<file path="config.mk">
export PLATFORM = sky130hd
export DESIGN_NAME = wave_play_ctrl_flat
export DESIGN_NICKNAME = d
export VERILOG_FILES = /design/src/rtl/wave_play_pkg.sv /design/src/rtl/wave_play_ctrl_if.sv /design/src/rtl/wave_phase_acc.sv /design/src/rtl/wave_play_ctrl.sv /design/src/flat_wrapper.sv
export SDC_FILE = /design/constraint.sdc
export NUM_CORES = 1
export LEC_CHECK = 0
export BUFFER_PORTS_ARGS = -buffer_cell sky130_fd_sc_hd__buf_2
export CORE_MARGIN = 5
export CORE_UTILIZATION = 40
export CTS_BUF_LIST = sky130_fd_sc_hd__clkbuf_16
export CTS_CLUSTER_DIAMETER = 60
export DETAILED_ROUTE_END_ITERATION = 12
export PLACE_DENSITY = 0.72
export SLEW_MARGIN = 20
export SYNTH_ARGS = -nofsm -noshare
export SYNTH_HDL_FRONTEND = slang
export SYNTH_SLANG_ARGS = --single-unit
export TNS_END_PERCENT = 1
</file>
<file path="constraint.sdc">
create_clock -name clk -period 6.9 [get_ports clk]
set_input_delay 0.345 -clock clk [delete_from_list [all_inputs] [get_ports clk]]
set_output_delay 0.345 -clock clk [all_outputs]
set_load 0.05 [all_outputs]
</file>
<file path="src/rtl/wave_play_pkg.sv">
// Shared types, constants and the sample scaling helper for the waveform playback sequencer.
package wave_play_pkg;

  localparam int unsigned ACC_W  = 24;
  localparam int unsigned ADDR_W = 8;
  localparam int unsigned DATA_W = 8;

  localparam logic [ACC_W-1:0]  STEP_BASE = 24'h010000;
  localparam logic [DATA_W-1:0] MIDSCALE  = 8'h80;
  localparam logic [2:0]        FREQ_MAX  = 3'd7;
  localparam logic [1:0]        AMP_MAX   = 2'd3;

  typedef enum logic [1:0] {WAVE_SIN, WAVE_SQ, WAVE_SAW, WAVE_TRI} wave_e;
  typedef enum logic [1:0] {ST_IDLE, ST_RUN, ST_SWITCH} state_e;

  // Attenuate around midscale: offset-binary -> signed, arithmetic shift, back to offset-binary.
  function automatic logic [DATA_W-1:0] scale_sample(input logic [DATA_W-1:0] q,
                                                     input logic [1:0]        shift);
    logic signed [DATA_W:0] s;
    logic signed [DATA_W:0] t;
    s = $signed({1'b0, q}) - $signed({1'b0, MIDSCALE});
    t = s >>> shift;
    return MIDSCALE + t[DATA_W-1:0];
  endfunction

endpackage

</file>
<file path="src/rtl/wave_play_ctrl_if.sv">
// Key, ROM and sample-output signals of the waveform sequencer.
// sweep_en exists only when WAVE_SWEEP_EN is defined.
interface wave_play_ctrl_if;
  import wave_play_pkg::*;

`ifdef WAVE_SWEEP_EN
  logic              sweep_en;
`endif
  logic              run_en;
  logic              key_sel;
  logic              key_freq;
  logic              key_amp;
  logic [DATA_W-1:0] rom_q_sin;
  logic [DATA_W-1:0] rom_q_sq;
  logic [DATA_W-1:0] rom_q_saw;
  logic [DATA_W-1:0] rom_q_tri;
  logic [ADDR_W-1:0] rom_addr;
  logic              rom_rden;
  logic [DATA_W-1:0] dout;
  logic              dout_valid;
  logic [1:0]        wave_sel;
  logic [2:0]        freq_idx;
  logic [1:0]        amp_shift;

  modport master (
`ifdef WAVE_SWEEP_EN
    input  sweep_en,
`endif
    input  run_en, key_sel, key_freq, key_amp,
    input  rom_q_sin, rom_q_sq, rom_q_saw, rom_q_tri,
    output rom_addr, rom_rden, dout, dout_valid, wave_sel, freq_idx, amp_shift
  );

  modport slave (
`ifdef WAVE_SWEEP_EN
    output sweep_en,
`endif
    output run_en, key_sel, key_freq, key_amp,
    output rom_q_sin, rom_q_sq, rom_q_saw, rom_q_tri,
    input  rom_addr, rom_rden, dout, dout_valid, wave_sel, freq_idx, amp_shift
  );

endinterface

</file>
<file path="src/rtl/wave_phase_acc.sv">
// Phase accumulator: adds step while enabled, clear wins; wrap is the carry out of acc+step.
module wave_phase_acc #(
  parameter int unsigned ACC_W = 24
) (
  input  logic             clk,
  input  logic             rst_n,
  input  logic             clr,
  input  logic             en,
  input  logic [ACC_W-1:0] step,
  output logic [ACC_W-1:0] acc,
  output logic             wrap
);

  logic [ACC_W:0] sum;

  assign sum  = {1'b0, acc} + {1'b0, step};
  assign wrap = en & sum[ACC_W];

  always_ff @(posedge clk or negedge rst_n) begin
    if (!rst_n) begin
      acc <= '0;
    end else if (clr) begin
      acc <= '0;
    end else if (en) begin
      acc <= sum[ACC_W-1:0];
    end
  end

endmodule

</file>
<file path="src/rtl/wave_play_ctrl.sv">
// Waveform playback sequencer: FSM, key handling, ROM addressing and output scaling.
// Optional WAVE_SWEEP_EN adds a frequency sweep that advances freq_idx on every phase wrap.
module wave_play_ctrl
  import wave_play_pkg::*;
(
  input logic              clk,
  input logic              rst_n,
  wave_play_ctrl_if.master bus
);

  state_e            state;
  logic [ACC_W-1:0]  step;
  logic [ACC_W-1:0]  acc;
  logic              wrap;
  logic              acc_clr;
  logic              acc_en;
  logic              rden;
  logic [1:0]        wave_sel;
  logic [1:0]        pend_sel;
  logic [1:0]        pend_next;
  logic [2:0]        freq_idx;
  logic [2:0]        freq_next;
  logic              freq_adv;
  logic [1:0]        amp_shift;
  logic [1:0]        amp_next;
  logic [1:0]        wave_d1;
  logic [1:0]        amp_d1;
  logic              rden_d1;
  logic [DATA_W-1:0] rom_q_mux;
  logic [DATA_W-1:0] dout;
  logic              dout_valid;
  logic              unused_acc_lo;

  assign step    = STEP_BASE << freq_idx;
  assign acc_en  = (state != ST_IDLE);
  assign acc_clr = !bus.run_en || (state == ST_IDLE);

  wave_phase_acc #(
    .ACC_W (ACC_W)
  ) u_phase_acc (
    .clk   (clk),
    .rst_n (rst_n),
    .clr   (acc_clr),
    .en    (acc_en),
    .step  (step),
    .acc   (acc),
    .wrap  (wrap)
  );

  assign unused_acc_lo = ^acc[ACC_W-ADDR_W-1:0];

  assign pend_next = pend_sel + {1'b0, bus.key_sel};
  assign freq_next = (freq_idx == FREQ_MAX) ? 3'd0 : freq_idx + 3'd1;
  assign amp_next  = (amp_shift == AMP_MAX) ? 2'd0 : amp_shift + 2'd1;

`ifdef WAVE_SWEEP_EN
  assign freq_adv = bus.sweep_en ? wrap : bus.key_freq;
`else
  assign freq_adv = bus.key_freq;
`endif

  always_ff @(posedge clk or negedge rst_n) begin
    if (!rst_n) begin
      state     <= ST_IDLE;
      rden      <= 1'b0;
      wave_sel  <= 2'd0;
      pend_sel  <= 2'd0;
      freq_idx  <= 3'd0;
      amp_shift <= 2'd0;
    end else begin
      if (state != ST_IDLE) begin
        if (freq_adv)    freq_idx  <= freq_next;
        if (bus.key_amp) amp_shift <= amp_next;
      end
      unique case (state)
        ST_IDLE: begin
          pend_sel <= 2'd0;
          if (bus.run_en) begin
            state <= ST_RUN;
            rden  <= 1'b1;
          end
        end
        ST_RUN: begin
          if (!bus.run_en) begin
            state <= ST_IDLE;
            rden  <= 1'b0;
          end else if (bus.key_sel) begin
            // A press coincident with a wrap only arms the switch for the next wrap.
            pend_sel <= wave_sel + 2'd1;
            state    <= ST_SWITCH;
          end
        end
        ST_SWITCH: begin
          if (!bus.run_en) begin
            state    <= ST_IDLE;
            rden     <= 1'b0;
            pend_sel <= 2'd0;
          end else if (wrap) begin
            wave_sel <= pend_next;
            state    <= ST_RUN;
          end else begin
            pend_sel <= pend_next;
          end
        end
        default: begin
          state <= ST_IDLE;
          rden  <= 1'b0;
        end
      endcase
    end
  end

  always_comb begin
    rom_q_mux = bus.rom_q_sin;
    unique case (wave_e'(wave_d1))
      WAVE_SIN: rom_q_mux = bus.rom_q_sin;
      WAVE_SQ:  rom_q_mux = bus.rom_q_sq;
      WAVE_SAW: rom_q_mux = bus.rom_q_saw;
      WAVE_TRI: rom_q_mux = bus.rom_q_tri;
    endcase
  end

  // wave_d1/amp_d1 line up with rom_q, which lags the address by one clock.
  always_ff @(posedge clk or negedge rst_n) begin
    if (!rst_n) begin
      wave_d1    <= 2'd0;
      amp_d1     <= 2'd0;
      rden_d1    <= 1'b0;
      dout       <= MIDSCALE;
      dout_valid <= 1'b0;
    end else begin
      wave_d1    <= wave_sel;
      amp_d1     <= amp_shift;
      rden_d1    <= rden;
      dout_valid <= rden_d1;
      dout       <= rden_d1 ? scale_sample(rom_q_mux, amp_d1) : MIDSCALE;
    end
  end

  assign bus.rom_addr   = acc[ACC_W-1 -: ADDR_W];
  assign bus.rom_rden   = rden;
  assign bus.dout       = dout;
  assign bus.dout_valid = dout_valid;
  assign bus.wave_sel   = wave_sel;
  assign bus.freq_idx   = freq_idx;
  assign bus.amp_shift  = amp_shift;

endmodule

</file>
<file path="src/flat_wrapper.sv">
// flat-port wrapper written by rule: the top's interface ports become plain ports
module wave_play_ctrl_flat import wave_play_pkg::*;
  (clk, rst_n, bus_run_en, bus_key_sel, bus_key_freq, bus_key_amp, bus_rom_q_sin, bus_rom_q_sq, bus_rom_q_saw, bus_rom_q_tri, bus_rom_addr, bus_rom_rden, bus_dout, bus_dout_valid, bus_wave_sel, bus_freq_idx, bus_amp_shift);
  wave_play_ctrl_if bus_i ();
  input logic clk;
  input logic rst_n;
  input wire logic [$bits(bus_i.run_en)-1:0] bus_run_en;
  input wire logic [$bits(bus_i.key_sel)-1:0] bus_key_sel;
  input wire logic [$bits(bus_i.key_freq)-1:0] bus_key_freq;
  input wire logic [$bits(bus_i.key_amp)-1:0] bus_key_amp;
  input wire logic [$bits(bus_i.rom_q_sin)-1:0] bus_rom_q_sin;
  input wire logic [$bits(bus_i.rom_q_sq)-1:0] bus_rom_q_sq;
  input wire logic [$bits(bus_i.rom_q_saw)-1:0] bus_rom_q_saw;
  input wire logic [$bits(bus_i.rom_q_tri)-1:0] bus_rom_q_tri;
  output wire logic [$bits(bus_i.rom_addr)-1:0] bus_rom_addr;
  output wire logic [$bits(bus_i.rom_rden)-1:0] bus_rom_rden;
  output wire logic [$bits(bus_i.dout)-1:0] bus_dout;
  output wire logic [$bits(bus_i.dout_valid)-1:0] bus_dout_valid;
  output wire logic [$bits(bus_i.wave_sel)-1:0] bus_wave_sel;
  output wire logic [$bits(bus_i.freq_idx)-1:0] bus_freq_idx;
  output wire logic [$bits(bus_i.amp_shift)-1:0] bus_amp_shift;
  assign bus_i.run_en = bus_run_en;
  assign bus_i.key_sel = bus_key_sel;
  assign bus_i.key_freq = bus_key_freq;
  assign bus_i.key_amp = bus_key_amp;
  assign bus_i.rom_q_sin = bus_rom_q_sin;
  assign bus_i.rom_q_sq = bus_rom_q_sq;
  assign bus_i.rom_q_saw = bus_rom_q_saw;
  assign bus_i.rom_q_tri = bus_rom_q_tri;
  assign bus_rom_addr = bus_i.rom_addr;
  assign bus_rom_rden = bus_i.rom_rden;
  assign bus_dout = bus_i.dout;
  assign bus_dout_valid = bus_i.dout_valid;
  assign bus_wave_sel = bus_i.wave_sel;
  assign bus_freq_idx = bus_i.freq_idx;
  assign bus_amp_shift = bus_i.amp_shift;
  wave_play_ctrl u_core (.clk(clk), .rst_n(rst_n), .bus(bus_i));
endmodule
</file>
==> flow_metrics.env <==
export IMPL_run_status="finished, final reports clean"
export IMPL_worstSetupEndpoint="u_core.pend_sel[0]"
export IMPL_largest_net_degree_at_the_start_of_global_routing=35
export IMPL_die_width_um=84.4
export IMPL_chipHeight_um=84.4
export IMPL_rsz0062_at_grt="no"
export IMPL_coreArea_mm2=0.00544
export IMPL_timing_max_cap_violations=0
export IMPL_post_drt_via_cell_ratio=5.09
export IMPL_layout_min_cycle_time_ps=2800
export IMPL_post_detailed_route_count_of_antenna_violating_nets=0
export IMPL_finalCoreUtilization=0.504
export IMPL_avgSynthCellArea_um2=10.8
export IMPL_synth_enable_flop_cells=0
export IMPL_netlist_instances=205
export IMPL_final_fill_count=513
export IMPL_post_route_worst_setup_slack_ps=4100
export IMPL_num_rows=27
export IMPL_numPortBuffers=62
export IMPL_grt_antenna_before_repair=0
export IMPL_syn_cell_area_mm2=0.00221
export IMPL_route_detailed_drc=0
export IMPL_drt_pass1_iterations=4
export IMPL_place_ws_ps=4120
export IMPL_ir_drop_uv=171
export IMPL_tns_ps=0
export IMPL_capture_instance_of_the_worst_register_to_register_path="u_core.pend_sel[0]"
export IMPL_postCtsResizedCells=0
export IMPL_cts_hold_buf=0
export IMPL_power_total_mw=1.11
export IMPL_area_growth_syn_to_layout_pct=24.0
export IMPL_worst_path_max_fanout=6
export IMPL_gp_congestion=0.842
export IMPL_finalNetCount=326
export IMPL_worst_setup_path_type="flop to flop"
export IMPL_postCtsSetupRepairBufs=0
export IMPL_clock_latency_ps=280
export IMPL_wl_mm=4.77
export IMPL_timing_clock_skew_ps=3.34
export IMPL_setup_viol_count_final=0
export IMPL_cts_htree_levels=2
export IMPL_floorplan_initialDensity=0.407
export IMPL_iteration_0_drc_count_of_the_detailed_router=67
export IMPL_place_hpwl_mm=3.79
export IMPL_tightestPinTransition_ps=737
export IMPL_yosys_warnings=0
export IMPL_cts_path_max_buffers=2
export IMPL_synthesis_nets=264
export IMPL_cts_tree="yes"
export IMPL_timing_fmax_ghz=0.358
export IMPL_setup_worst_path_end_class="flop"
export IMPL_r2r_start="u_core.bus.freq_idx[0]"
export IMPL_worst_hold_path_type="input port to async pin"
export IMPL_r2r_setup_slack_ps=4100
export IMPL_post_drt_wl_per_cell_um=14.0
export IMPL_count_of_inserted_antenna_diode_cells=0
export IMPL_total_leakage_power_nw=1.40
export IMPL_num_vias=1729
export IMPL_slew_viol_final=0
export IMPL_critical_path_arrival_ps=2960
export IMPL_yosys_reg_bits=34
export IMPL_period_utilization_post_route=0.405
export IMPL_drive_above_1_share=0.321
export IMPL_power_density_mw_per_mm2=403
export IMPL_timing_critical_path_required_ps=7060
export IMPL_ff2ff_path_depth=11
export IMPL_synth_yosys_seq_area_share=0.385
export IMPL_grt_pass1_wl_mm=8.04
export IMPL_cts_sinks=34
export IMPL_first_global_vias=1723
export IMPL_cts_clk_slew_worst_paths_ps=60
export IMPL_top_level_ports=63
export IMPL_timing_critical_path_from_type="flop"
export IMPL_number_of_buffers_created_by_cts=5
export IMPL_asyncSetResetFlopFracSynth=1.00
export IMPL_grt_use_total=0.140
export IMPL_overflow=0
export IMPL_dieArea_mm2=0.00712
export IMPL_timing_critical_path_from="u_core.bus.freq_idx[0]"
export IMPL_max_slew_margin=0.509
export IMPL_hold_violations=0
export IMPL_synthDistinctLibCells=46
export IMPL_synth_flop_cell="sky130_fd_sc_hd__dfrtp_1"
export IMPL_cts_root_buffer_cell="sky130_fd_sc_hd__clkbuf_16"
==> critical path, stage by stage, from the launching register on <==
cell,delay (ps)
sky130_fd_sc_hd__dfrtp_1,440
sky130_fd_sc_hd__inv_1,110
sky130_fd_sc_hd__ha_1,150
sky130_fd_sc_hd__nor2b_1,130
sky130_fd_sc_hd__ha_1,180
sky130_fd_sc_hd__inv_1,60
sky130_fd_sc_hd__fa_1,370
sky130_fd_sc_hd__nand2b_1,200
sky130_fd_sc_hd__a211oi_1,330
sky130_fd_sc_hd__o21bai_2,160
sky130_fd_sc_hd__o21ai_1,210
sky130_fd_sc_hd__mux2_2,350
==> kinds of logic after synthesis <==
| group | Yosys count | share of synthesized area |
|---|---|---|
| adder cells (fa/ha/maj) | 21 | 0.122 |
| AO/OA/AOI/OAI | 47 | 0.144 |
| XOR/XNOR | 4 | 0.0158 |
| multiplexers | 22 | 0.162 |
| AND/OR/NAND/NOR | 57 | 0.131 |
| flip-flops | 34 | 0.385 |
| buffers and inverters | 20 | 0.0396 |
==> synth_stat cells (all sizes together), types with 2 or more instances <==
master | n | share of area
a22o | 2 | 0.0079
o21bai | 2 | 0.0085
o211a | 3 | 0.014
mux2i | 4 | 0.018
and2 | 6 | 0.017
inv | 13 | 0.022
nand2 | 16 | 0.027
nor3 | 3 | 0.0068
buf | 2 | 0.0074
a211oi | 3 | 0.010
nor2b | 5 | 0.014
o21ai | 10 | 0.023
a21oi | 13 | 0.029
dfrtp | 33 | 0.37
xor2 | 3 | 0.012
clkbuf | 5 | 0.010
nand2b | 7 | 0.020
mux2 | 10 | 0.053
a21o | 4 | 0.014
o21a | 2 | 0.0068
nor2 | 10 | 0.017
nand3 | 2 | 0.0045
a21boi | 2 | 0.0068
mux4 | 8 | 0.092
ha | 20 | 0.11
nor3b | 3 | 0.010
==> layer usage <==
layer / global-route usage / wire length [um] / up-vias
met4: 0.0547 / 95 / 0
met1: 0.170 / 2080 / 822
met2: 0.236 / 2410 / 34
met5: 0 / 0 / -
li1: - / - / 861
met3: 0.0383 / 190 / 12
==> per-stage QoR <==
| step | instances | hold slack (ps) | cell area [um2] |
|---|---|---|---|
| 3_3_place_gp | 332 | 406 | 2570 |
| 2_1_floorplan | 205 | 49.4 | 2210 |
| 6_report | 340 | 126 | 2740 |
| 3_5_place_dp | 332 | 411 | 2570 |
| 5_1_grt | 340 | 223 | 2740 |
| 4_1_cts | 340 | 162 | 2740 |
==> layout by cell type, fill, tap and decap left out, types with 2 or more instances in the layout <==
cell,count
sky130_fd_sc_hd__inv_1,13
sky130_fd_sc_hd__clkbuf_16,5
sky130_fd_sc_hd__a21o_1,4
sky130_fd_sc_hd__dfrtp_1,33
sky130_fd_sc_hd__ha_1,20
sky130_fd_sc_hd__nor2b_1,5
sky130_fd_sc_hd__nand2_1,16
sky130_fd_sc_hd__buf_2,62
sky130_fd_sc_hd__nand2b_1,7
sky130_fd_sc_hd__and2_1,6
sky130_fd_sc_hd__mux2i_1,4
sky130_fd_sc_hd__o21ai_1,2
sky130_fd_sc_hd__o211a_1,3
sky130_fd_sc_hd__nor2_1,10
sky130_fd_sc_hd__a21oi_1,13
sky130_fd_sc_hd__nor3b_1,3
sky130_fd_sc_hd__o21ai_0,8
sky130_fd_sc_hd__clkinvlp_4,2
sky130_fd_sc_hd__mux4_1,6
sky130_fd_sc_hd__mux4_2,2
sky130_fd_sc_hd__a211oi_1,3
sky130_fd_sc_hd__nand3_1,2
sky130_fd_sc_hd__nor3_1,3
sky130_fd_sc_hd__o21a_1,2
sky130_fd_sc_hd__a22o_1,2
sky130_fd_sc_hd__xor2_1,3
sky130_fd_sc_hd__mux2_2,9
sky130_fd_sc_hd__a21boi_0,2
==> area by class of cell <==
| type | count | area (um2) | share of cell area |
|---|---|---|---|
| timing repair buffer | 62 | 310 | 0.113 |
| clock buffer | 5 | 125 | 0.0456 |
| tap | 72 | 90.1 | 0.0328 |
| inverter | 13 | 48.8 | 0.0178 |
| clock inverter | 3 | 45.0 | 0.0164 |
| multi-input combinational | 151 | 1270 | 0.464 |
| sequential | 34 | 852 | 0.311 |
==> power by group <==
part | leakage (nW) | total [mW] | switching (mW) | internal (mW)
registers | 0.439 | 0.327 | 0.0638 | 0.263
logic | 0.889 | 0.524 | 0.339 | 0.185
clock network | 0.0760 | 0.255 | 0.0845 | 0.170
==> flip-flops by register name, summed over array words and instances (netlist names) <==
name / count
u_core.amp_d1: 2
u_core.bus.freq_idx: 3
u_core.bus.dout_valid: 1
u_core.rden_d1: 1
u_core.state: 2
u_core.pend_sel: 2
u_core.u_phase_acc.acc: 8
u_core.bus.dout: 8
u_core.bus.amp_shift: 2
u_core.bus.rom_rden: 1
u_core.bus.wave_sel: 2
u_core.wave_d1: 2
==> worst min-delay path by stage <==
stage                        startpoint                      to  slack [ps]  depth (start not counted)
finish                            rst_n  u_core.bus.wave_sel[0]         130                          1
global route                      rst_n      u_core.bus.dout[1]         220                          1
CTS                               rst_n  u_core.bus.wave_sel[0]         160                          1
detailed placement  u_core.bus.rom_rden          u_core.rden_d1         410                          0
global placement    u_core.bus.rom_rden          u_core.rden_d1         410                          0
floorplan                         rst_n        u_core.amp_d1[0]          50                          0
Power figures use the tool's default switching activity.
